$ cat config.mk
export PLATFORM = sky130hd
export DESIGN_NAME = phase_controller
export DESIGN_NICKNAME = d
export VERILOG_FILES = /design/src/rtl/phase_controller.sv
export SDC_FILE = /design/constraint.sdc
export NUM_CORES = 1
export LEC_CHECK = 0
export BUFFER_PORTS_ARGS = -buffer_cell sky130_fd_sc_hd__buf_2
export CAP_MARGIN = 0
export CORE_ASPECT_RATIO = 0.7
export CORE_UTILIZATION = 45
export CTS_CLUSTER_DIAMETER = 60
export CTS_CLUSTER_SIZE = 16
export DETAILED_ROUTE_END_ITERATION = 12
export PLACE_DENSITY = 0.68
export SYNTH_ARGS = -nofsm -noshare
export SYNTH_HDL_FRONTEND = slang
export SYNTH_SLANG_ARGS = --single-unit
$ cat constraint.sdc
create_clock -name clock -period 2 [get_ports clock]
set_clock_uncertainty 0.05 [all_clocks]
set_input_delay 0.1 -clock clock [delete_from_list [all_inputs] [get_ports clock]]
set_output_delay 0.1 -clock clock [all_outputs]
set_load 0.01 [all_outputs]
$ cat src/rtl/phase_controller.sv
// Sequences the BOX -> THRESH -> OUTPUT pipeline phases, with a per-stage watchdog
// and a saturating cycle counter that restarts on every BOX entry.
module phase_controller #(
  parameter int unsigned TIMEOUT_BITS = 20,
  parameter bit          AUTO_REPEAT  = 1'b0
) (
  input  logic        clock,
  input  logic        reset,
  input  logic        start,
  input  logic        box_finished,
  input  logic        threshold_finished,
  input  logic        output_finished,
  output logic [2:0]  global_state,
  output logic        stage_start,
  output logic        busy,
  output logic        done,
  output logic        error,
  output logic [31:0] cycle_count
);

  typedef enum logic [2:0] {
    StIdle   = 3'd0,
    StBox    = 3'd1,
    StThresh = 3'd2,
    StOutput = 3'd3,
    StDone   = 3'd4,
    StError  = 3'd7
  } state_e;

  localparam logic [TIMEOUT_BITS-1:0] WdMax  = '1;
  // Leaving on this count means the counter reaches all-ones on the same edge.
  localparam logic [TIMEOUT_BITS-1:0] WdLast = WdMax - TIMEOUT_BITS'(1);

  state_e                  state_q, state_d;
  logic [TIMEOUT_BITS-1:0] wd_q, wd_d;
  logic [31:0]             cc_q, cc_d;
  logic                    stage_start_q, stage_start_d;
  logic                    busy_q, busy_d;
  logic                    done_q, done_d;
  logic                    error_q, error_d;

  logic stage_fin;
  logic advance;
  logic timeout;
  logic in_stage;
  logic entering;

  function automatic logic is_stage(input state_e s);
    return (s == StBox) || (s == StThresh) || (s == StOutput);
  endfunction

  // Only the current stage's finished input matters.
  always_comb begin
    stage_fin = 1'b0;
    unique case (state_q)
      StBox:    stage_fin = box_finished;
      StThresh: stage_fin = threshold_finished;
      StOutput: stage_fin = output_finished;
      default:  stage_fin = 1'b0;
    endcase
  end

  // A level left high by the previous stage must not advance on the entry cycle.
  assign advance  = stage_fin & ~stage_start_q;
  assign timeout  = (wd_q == WdLast) & ~advance;
  assign in_stage = is_stage(state_q);

  always_comb begin
    state_d = state_q;
    case (state_q)
      StIdle: begin
        if (start) state_d = StBox;
      end
      StBox: begin
        if (advance)      state_d = StThresh;
        else if (timeout) state_d = StError;
      end
      StThresh: begin
        if (advance)      state_d = StOutput;
        else if (timeout) state_d = StError;
      end
      StOutput: begin
        if (advance)      state_d = StDone;
        else if (timeout) state_d = StError;
      end
      StDone: begin
        state_d = AUTO_REPEAT ? StBox : StIdle;
      end
      StError: begin
        state_d = StError;
      end
      default: begin
        state_d = StIdle;
      end
    endcase
  end

  assign entering = is_stage(state_d) && (state_d != state_q);

  always_comb begin
    wd_d = wd_q;
    if (entering) begin
      wd_d = '0;
    end else if (in_stage) begin
      wd_d = wd_q + TIMEOUT_BITS'(1);
    end else begin
      wd_d = '0;
    end
  end

  always_comb begin
    cc_d = cc_q;
    if ((state_d == StBox) && (state_q != StBox)) begin
      cc_d = '0;
    end else if (in_stage && (cc_q != 32'hFFFF_FFFF)) begin
      cc_d = cc_q + 32'd1;
    end
  end

  // Outputs are registered from the next state so they line up with global_state.
  always_comb begin
    stage_start_d = entering;
    busy_d        = is_stage(state_d);
    done_d        = (state_d == StDone);
    error_d       = (state_d == StError);
  end

  always_ff @(posedge clock) begin
    if (reset) begin
      state_q       <= StIdle;
      wd_q          <= '0;
      cc_q          <= '0;
      stage_start_q <= 1'b0;
      busy_q        <= 1'b0;
      done_q        <= 1'b0;
      error_q       <= 1'b0;
    end else begin
      state_q       <= state_d;
      wd_q          <= wd_d;
      cc_q          <= cc_d;
      stage_start_q <= stage_start_d;
      busy_q        <= busy_d;
      done_q        <= done_d;
      error_q       <= error_d;
    end
  end

  assign global_state = state_q;
  assign stage_start  = stage_start_q;
  assign busy         = busy_q;
  assign done         = done_q;
  assign error        = error_q;
  assign cycle_count  = cc_q;

endmodule

==> impl_metrics.py, run 1 <==
metrics = {
    "status": {
        "outcome": "complete, but fails checks",
        "violations": "negative setup slack",
    },
    "synthesis": {
        "syn_inst": 340,
        "ys_warn_count": 0,
        "synth_nets": 349,
        "syn_avg_cell_area_um2": 8.18,
        "ys_ff_latch": 59,
        "ys_seq_area_share_pct": 42.5,
        "synthTopCellsByCount": "dfxtp_1 (59), nor2_1 (36), a21oi_1 (31), nand2_1 (27), o21ai_0 (27)",
        "synth_cell_types": 46,
        "synth_edf_count": 0,
        "ys.flop_type": "dfxtp_1",
        "synth_area_leader_cell": "dfxtp_1",
        "synth.top_cells.by_area": "dfxtp_1 (42%), or3_1 (5.8%), a21oi_1 (5.6%)",
        "synth_most_common_cell": "dfxtp_1",
        "yosysTopAreaCellShare_pct": 42.5,
        "syn-cell-area_um2": 2780,
        "ys_async_sr_fraction_pct": 0,
    },
    "clocking": {
        "clockRootBuffer": "clkbuf_8",
        "h-tree-depth": 3,
        "clock_sinks": 59,
        "clock_latency_ns": 0.34,
        "cts_buffers": 9,
        "cts_tree": "done",
        "clk_pin_slew_ns": 0.07,
        "postCtsHoldBufs": 0,
        "clock_path_buffers": 2,
    },
    "routing": {
        "initialDrtViolationCount": 139,
        "wl_met1_mm": 3.60,
        "final_antenna_net_count": 0,
        "routed_wl_mm": 7.19,
        "wl_met3_um": 550,
        "drtPass1Iterations": 5,
        "vias": 2856,
        "top_layer_used": "met4",
        "drc": 0,
        "wl_met2_mm": 2.93,
        "wl_per_cell_um": 13.8,
        "routed_via_density": 5.50,
    },
    "sta": {
        "setup_ws_ns": -0.0575,
        "min_period_over_period_pct": 103,
        "tightestPinTransition_ns": 0.522,
        "rsz0062_at_grt": "yes",
        "setup_viol": 4,
        "finalHoldViolCount": 0,
        "fmax_ghz": 0.486,
        "slew_violations": 0,
        "fin_crit_ns": 2.06,
        "slew_headroom_pct": 64.9,
    },
    "floorplan": {
        "core-area_um2": 5840,
        "dieArea_um2": 6500,
        "die_w_um": 96.0,
        "die_y_um": 67.8,
        "ioPinCount": 45,
        "num_rows": 23,
        "start_util_pct": 47.6,
    },
    "setup_path": {
        "arrival_ns": 2.27,
        "critPathLaunch": "cycle_count[0]",
        "critPathMaxFanout": 5,
        "crit_type": "reg2reg",
        "cp.required_ns": 2.21,
        "worstSetupEndpointType": "flop",
        "crit_path_start_kind": "flop",
        "rr_startpoint": "cycle_count[0]",
    },
    "layout": {
        "drive_gt1_share_pct": 33.6,
        "area_growth_pct": 36.2,
        "diodes": 0,
        "fin_area_um2": 3790,
        "nNetsFinal": 448,
        "n_fill_cell": 495,
        "fin_util_pct": 64.8,
    },
    "placement": {
        "gp_congestion": 0.823,
        "dp_slack_ns": -0.0128,
        "hpwlAfterDp_mm": 5.08,
        "dpl-instance-area_um2": 3440,
        "port_buffers": 44,
    },
    "global_route": {
        "grt_pass1_wl_mm": 11.2,
        "grt_pass1_vias": 2455,
        "grt_max_degree": 32,
        "gr-usage-all-layers_pct": 22.8,
        "antenna_found_initial": 0,
        "overflow": 0,
    },
    "run": {
        "drv_cap": 0,
    },
    "power_and_ir_drop": {
        "p_per_area_nw_per_um2": 655,
        "vdd_drop_max_mv": 0.363,
        "power_w": 0.00248,
        "p_leak_nw": 1.46,
    },
    "min_path": {
        "min_from": "start",
        "hold_path.class": "in2reg",
    },
}
-- path summary, 6_finish.rpt --
check,endpoint,depth (start not counted),slack (ns)
min,stage_start,3,0.04
max reg2reg,cycle_count[9],8,-0.06
min reg2reg,wd_q[0],1,0.42
max,cycle_count[9],8,-0.06
-- state kept, by name, indices dropped and copies added (netlist names) --
name	flops
done	1
stage_start	1
error	1
wd_q	20
busy	1
cycle_count	32
global_state	3
-- per-layer routing --
metal	vias to the layer above	GRT usage, %
li1	1440	-
met1	1310	32.5
met2	92	32.9
met3	14	6.08
met4	0	7.84
met5	-	0
-- cell usage in the layout, fill, tap and decap left out, types with 3 or more instances in the layout --
cell,n
buf_4,52
dfxtp_1,47
buf_2,44
nor2_1,36
a21oi_1,30
nand2_1,25
or3_1,25
o21ai_0,24
nand3_1,19
xnor2_1,12
inv_1,11
clkbuf_8,11
dfxtp_2,11
nand4_1,7
xor2_1,7
or4_1,6
nor3_1,6
o31ai_1,5
nor4_1,4
nor2b_1,3
and4_1,3
and3_1,3
buf_6,3
-- area by class of cell --
class / count / area, um2 / share of cell area, %
Clock inverter: 5 / 60.1 / 1.59
Timing Repair Buffer: 99 / 644 / 17.0
Inverter: 11 / 41.3 / 1.09
Clock buffer: 11 / 151 / 4.00
Tap cell: 75 / 93.8 / 2.48
Multi-Input combinational cell: 259 / 1600 / 42.2
Sequential cell: 59 / 1200 / 31.6
-- cells by family (layout without fill, tap and decap cells) --
| family | after synthesis | in the layout | synth area share, % |
|---|---|---|---|
| DFF | 59 | 59 | 42.5 |
| AOI/OAI and AO/OA | 79 | 79 | 16.9 |
| xor gates and xnor gates | 20 | 20 | 6.30 |
| buffers and inverters | 22 | 126 | 3.15 |
| muxes | 1 | 1 | 0.405 |
| adders and majority gates | 3 | 3 | 1.35 |
| and+or+nand+nor | 156 | 156 | 29.4 |
-- worst max-delay path: stages, from the launching register on --
cell	delay, ns
dfxtp_4	0.36
ha_4	0.16
nand2_4	0.08
or4_1	0.16
nor4_4	0.04
buf_4	0.16
buf_6	0.13
or4_2	0.64
a21oi_1	0.20
-- per-stage QoR --
stage	hold WS (ns)	std cells	setup TNS, ns
2_1_floorplan	0.198	340	0
3_5_place_dp	0.388	495	-0.0182
4_1_cts	0.0299	511	-0.0288
3_3_place_gp	0.369	495	-0.00820
5_1_grt	0.0480	519	-0.908
6_report	0.0449	519	-0.122
-- what timing repair did --
item,CTS,global route
endpoints found under the setup margin,3,30
buffers inserted,0,5
gates resized for setup,2,26
pin swaps,0,6
gates cloned,0,3
-- power by group --
part | switching [W] | internal (W) | total (W)
registers | 0.0000101 | 0.00119 | 0.00120
logic | 0.0000973 | 0.0000585 | 0.000156
clock network | 0.000481 | 0.000645 | 0.00113
Note: power is estimated with default switching activity, not from simulation.
==> inputs of run 2 (changes only) <==
--- a/config.mk
+++ b/config.mk
@@ -7,12 +7,14 @@
 export LEC_CHECK = 0
 export BUFFER_PORTS_ARGS = -buffer_cell sky130_fd_sc_hd__buf_2
 export CAP_MARGIN = 0
+export CELL_PAD_IN_SITES_DETAIL_PLACEMENT = 1
+export CELL_PAD_IN_SITES_GLOBAL_PLACEMENT = 1
 export CORE_ASPECT_RATIO = 0.7
-export CORE_UTILIZATION = 45
+export CORE_UTILIZATION = 37
 export CTS_CLUSTER_DIAMETER = 60
 export CTS_CLUSTER_SIZE = 16
 export DETAILED_ROUTE_END_ITERATION = 12
-export PLACE_DENSITY = 0.68
+export PLACE_DENSITY_LB_ADDON = 0.1
 export SYNTH_ARGS = -nofsm -noshare
 export SYNTH_HDL_FRONTEND = slang
 export SYNTH_SLANG_ARGS = --single-unit
==> run 2 against run 1 <==
Net effect:
- the flow still finishes with violations (negative setup slack)
- largest cell class unchanged
- register-to-register slack is essentially flat
- clock power down 11%
- largest power group unchanged
- sequential power is essentially flat
- global-route usage shrank 0.65 points
- worst hold slack better by 0.0079 ns
- via count grew 0.25%
- die area is 21% higher
- power down 4.5%
- critical path depth decreased by 2
==> impl_metrics.py, run 2 (synthesis results as in run 1) <==
metrics = {
    "setup_path": {
        "crit_path_start_kind": "flop",
        "worstPathCellList": "ha_4 -> nand2_4 -> or4_4 -> a311o_1 -> or3_1 -> a21oi_1",
        "worstSetupEndpointType": "flop",
        "critPathMaxFanout": 6,
        "rr_startpoint": "cycle_count[0]",
        "cp_slowest_cell": "or4_4",
        "cp.required_ns": 2.23,
        "slowest_delay_ns": 0.51,
        "critPathLaunch": "cycle_count[0]",
        "arrival_ns": 2.29,
        "r2r_cells": 6,
        "crit_type": "reg2reg",
    },
    "routing": {
        "vias": 2863,
        "initialDrtViolationCount": 133,
        "drtPass1Iterations": 4,
        "routed_wl_mm": 8.63,
        "final_antenna_net_count": 0,
        "drc": 0,
        "routed_via_density": 5.29,
        "wl_per_cell_um": 16.0,
    },
    "global_route": {
        "grt_pass1_vias": 2746,
        "grt_pass1_wl_mm": 13.4,
        "gr-usage-all-layers_pct": 22.1,
        "antenna_found_initial": 0,
        "grt_max_degree": 32,
        "overflow": 0,
    },
    "layout": {
        "diodes": 0,
        "most-common-layout-cells": "buf_4 (51), buf_2 (45), dfxtp_1 (44)",
        "largest_register_ffs": 32,
        "fin_util_pct": 52.5,
        "multi_input_comb_area_um2": 1640,
        "final_common_cell": "buf_4",
        "n_fill_cell": 898,
        "drive_gt1_share_pct": 35.4,
        "area_growth_pct": 37.7,
        "seqCellArea_um2": 1200,
        "final_cells": 541,
        "nNetsFinal": 448,
    },
    "floorplan": {
        "core-area_um2": 7290,
        "die_w_um": 106,
        "start_util_pct": 38.2,
        "die_y_um": 74.5,
        "num_rows": 26,
        "ioPinCount": 45,
        "dieArea_um2": 7870,
    },
    "power_and_ir_drop": {
        "seqPwrFrac_pct": 50.7,
        "p_clk_share_pct": 42.5,
        "p_sw_w": 0.000581,
        "combPwrFrac_pct": 6.9,
        "switching_share_pct": 24.5,
        "p_per_area_nw_per_um2": 619,
        "vdd_drop_max_mv": 0.314,
        "internal-power_w": 0.00179,
        "p_leak_nw": 1.45,
    },
    "clocking": {
        "h-tree-depth": 3,
        "clock_latency_ns": 0.34,
        "cts_buffers": 9,
        "postCtsHoldBufs": 0,
        "clk_pin_slew_ns": 0.07,
        "clock_path_buffers": 2,
        "cts_tree": "done",
        "clock_sinks": 59,
        "clockRootBuffer": "clkbuf_8",
    },
    "sta": {
        "finalHoldViolCount": 0,
        "tightestPinTransition_ns": 0.535,
        "slew_violations": 0,
        "setup_viol": 11,
        "rsz0062_at_grt": "yes",
        "min_period_over_period_pct": 103,
        "setup_ws_ns": -0.0617,
        "fmax_ghz": 0.485,
        "slew_headroom_pct": 64.1,
        "fin_crit_ns": 2.06,
    },
    "placement": {
        "gp_congestion": 0.769,
        "port_buffers": 44,
        "hpwlAfterDp_mm": 6.13,
        "dp.cells": 522,
    },
    "min_path": {
        "holdPathStages": 3,
        "hold_path.class": "in2reg",
        "min_from": "reset",
    },
    "run": {
        "drv_cap": 0,
    },
    "status": {
        "outcome": "complete, but fails checks",
        "violations": "negative setup slack",
    },
}
run 2: changes by cell type in the layout (fill, tap and decap cells not counted), sizes merged:
| cell | before | now |
|---|---|---|
| inv | 12 | 11 |
| clkinvlp | 2 | 0 |
| clkbuf | 11 | 13 |
| clkinv | 1 | 2 |
| bufinv | 1 | 0 |
run 2: what timing repair did:
item | in CTS | in global routing
setup buffers | 0 | 2
gates resized for setup | 6 | 34
cloned | 0 | 2
pin swaps | 0 | 6
endpoints found under the setup margin | 20 | 38
run 2: stage by stage:
step	hold slack (ns)	TNS (ns)	setup slack (ns)	cell area, um2	total power, W
floorplan	0.198	0	0.00391	2810	0.00132
global placement	0.379	-0.0445	-0.0184	3490	0.00138
detailed placement	0.401	-0.432	-0.0797	3490	0.00138
CTS	0.0320	-0.146	-0.0610	3700	0.00239
global route	0.0578	-1.75	-0.116	3830	0.00247
finish	0.0528	-0.257	-0.0617	3830	0.00237
run 2: power by group through the flow:
| stage | combinational [W] | clock [W] | sequential (W) |
|---|---|---|---|
| after floorplan | 0.0000844 | 0 | 0.00123 |
| after global placement | 0.000153 | 0 | 0.00123 |
| after detailed placement | 0.000157 | 0 | 0.00123 |
| after CTS | 0.000159 | 0.00103 | 0.00120 |
| after global routing | 0.000180 | 0.00109 | 0.00120 |
| final | 0.000162 | 0.00101 | 0.00120 |
run 2: final timing paths:
check	slack (ns)	end
worst max-delay path	-0.06	cycle_count[14]
worst min-delay path	0.05	global_state[0]
worst max register to register	-0.06	cycle_count[14]
worst min register to register	0.44	wd_q[0]
run 2: critical path: cells and delay by family (launching register included):
family,cells,cell delay (ns)
simple gates,3,0.94
compound gates,2,0.50
flops,1,0.36
fa+ha+maj,1,0.14
run 2: cell type report:
cell class / instances / area share [%]
Inverter: 11 / 1.08
Clock buffer: 13 / 4.41
Multi-Input combinational cell: 259 / 42.9
Timing Repair Buffer: 99 / 16.8
Tap cell: 98 / 3.20
Clock inverter: 2 / 0.261
Sequential cell: 59 / 31.4
run 2: layer usage:
layer	vias up	GRT usage [%]	share of wire [%]
met5	-	0	0
met4	0	4.78	0.80
met3	8	6.75	3.9
met2	53	34.3	44
met1	1370	30.6	52
li1	1432	-	-
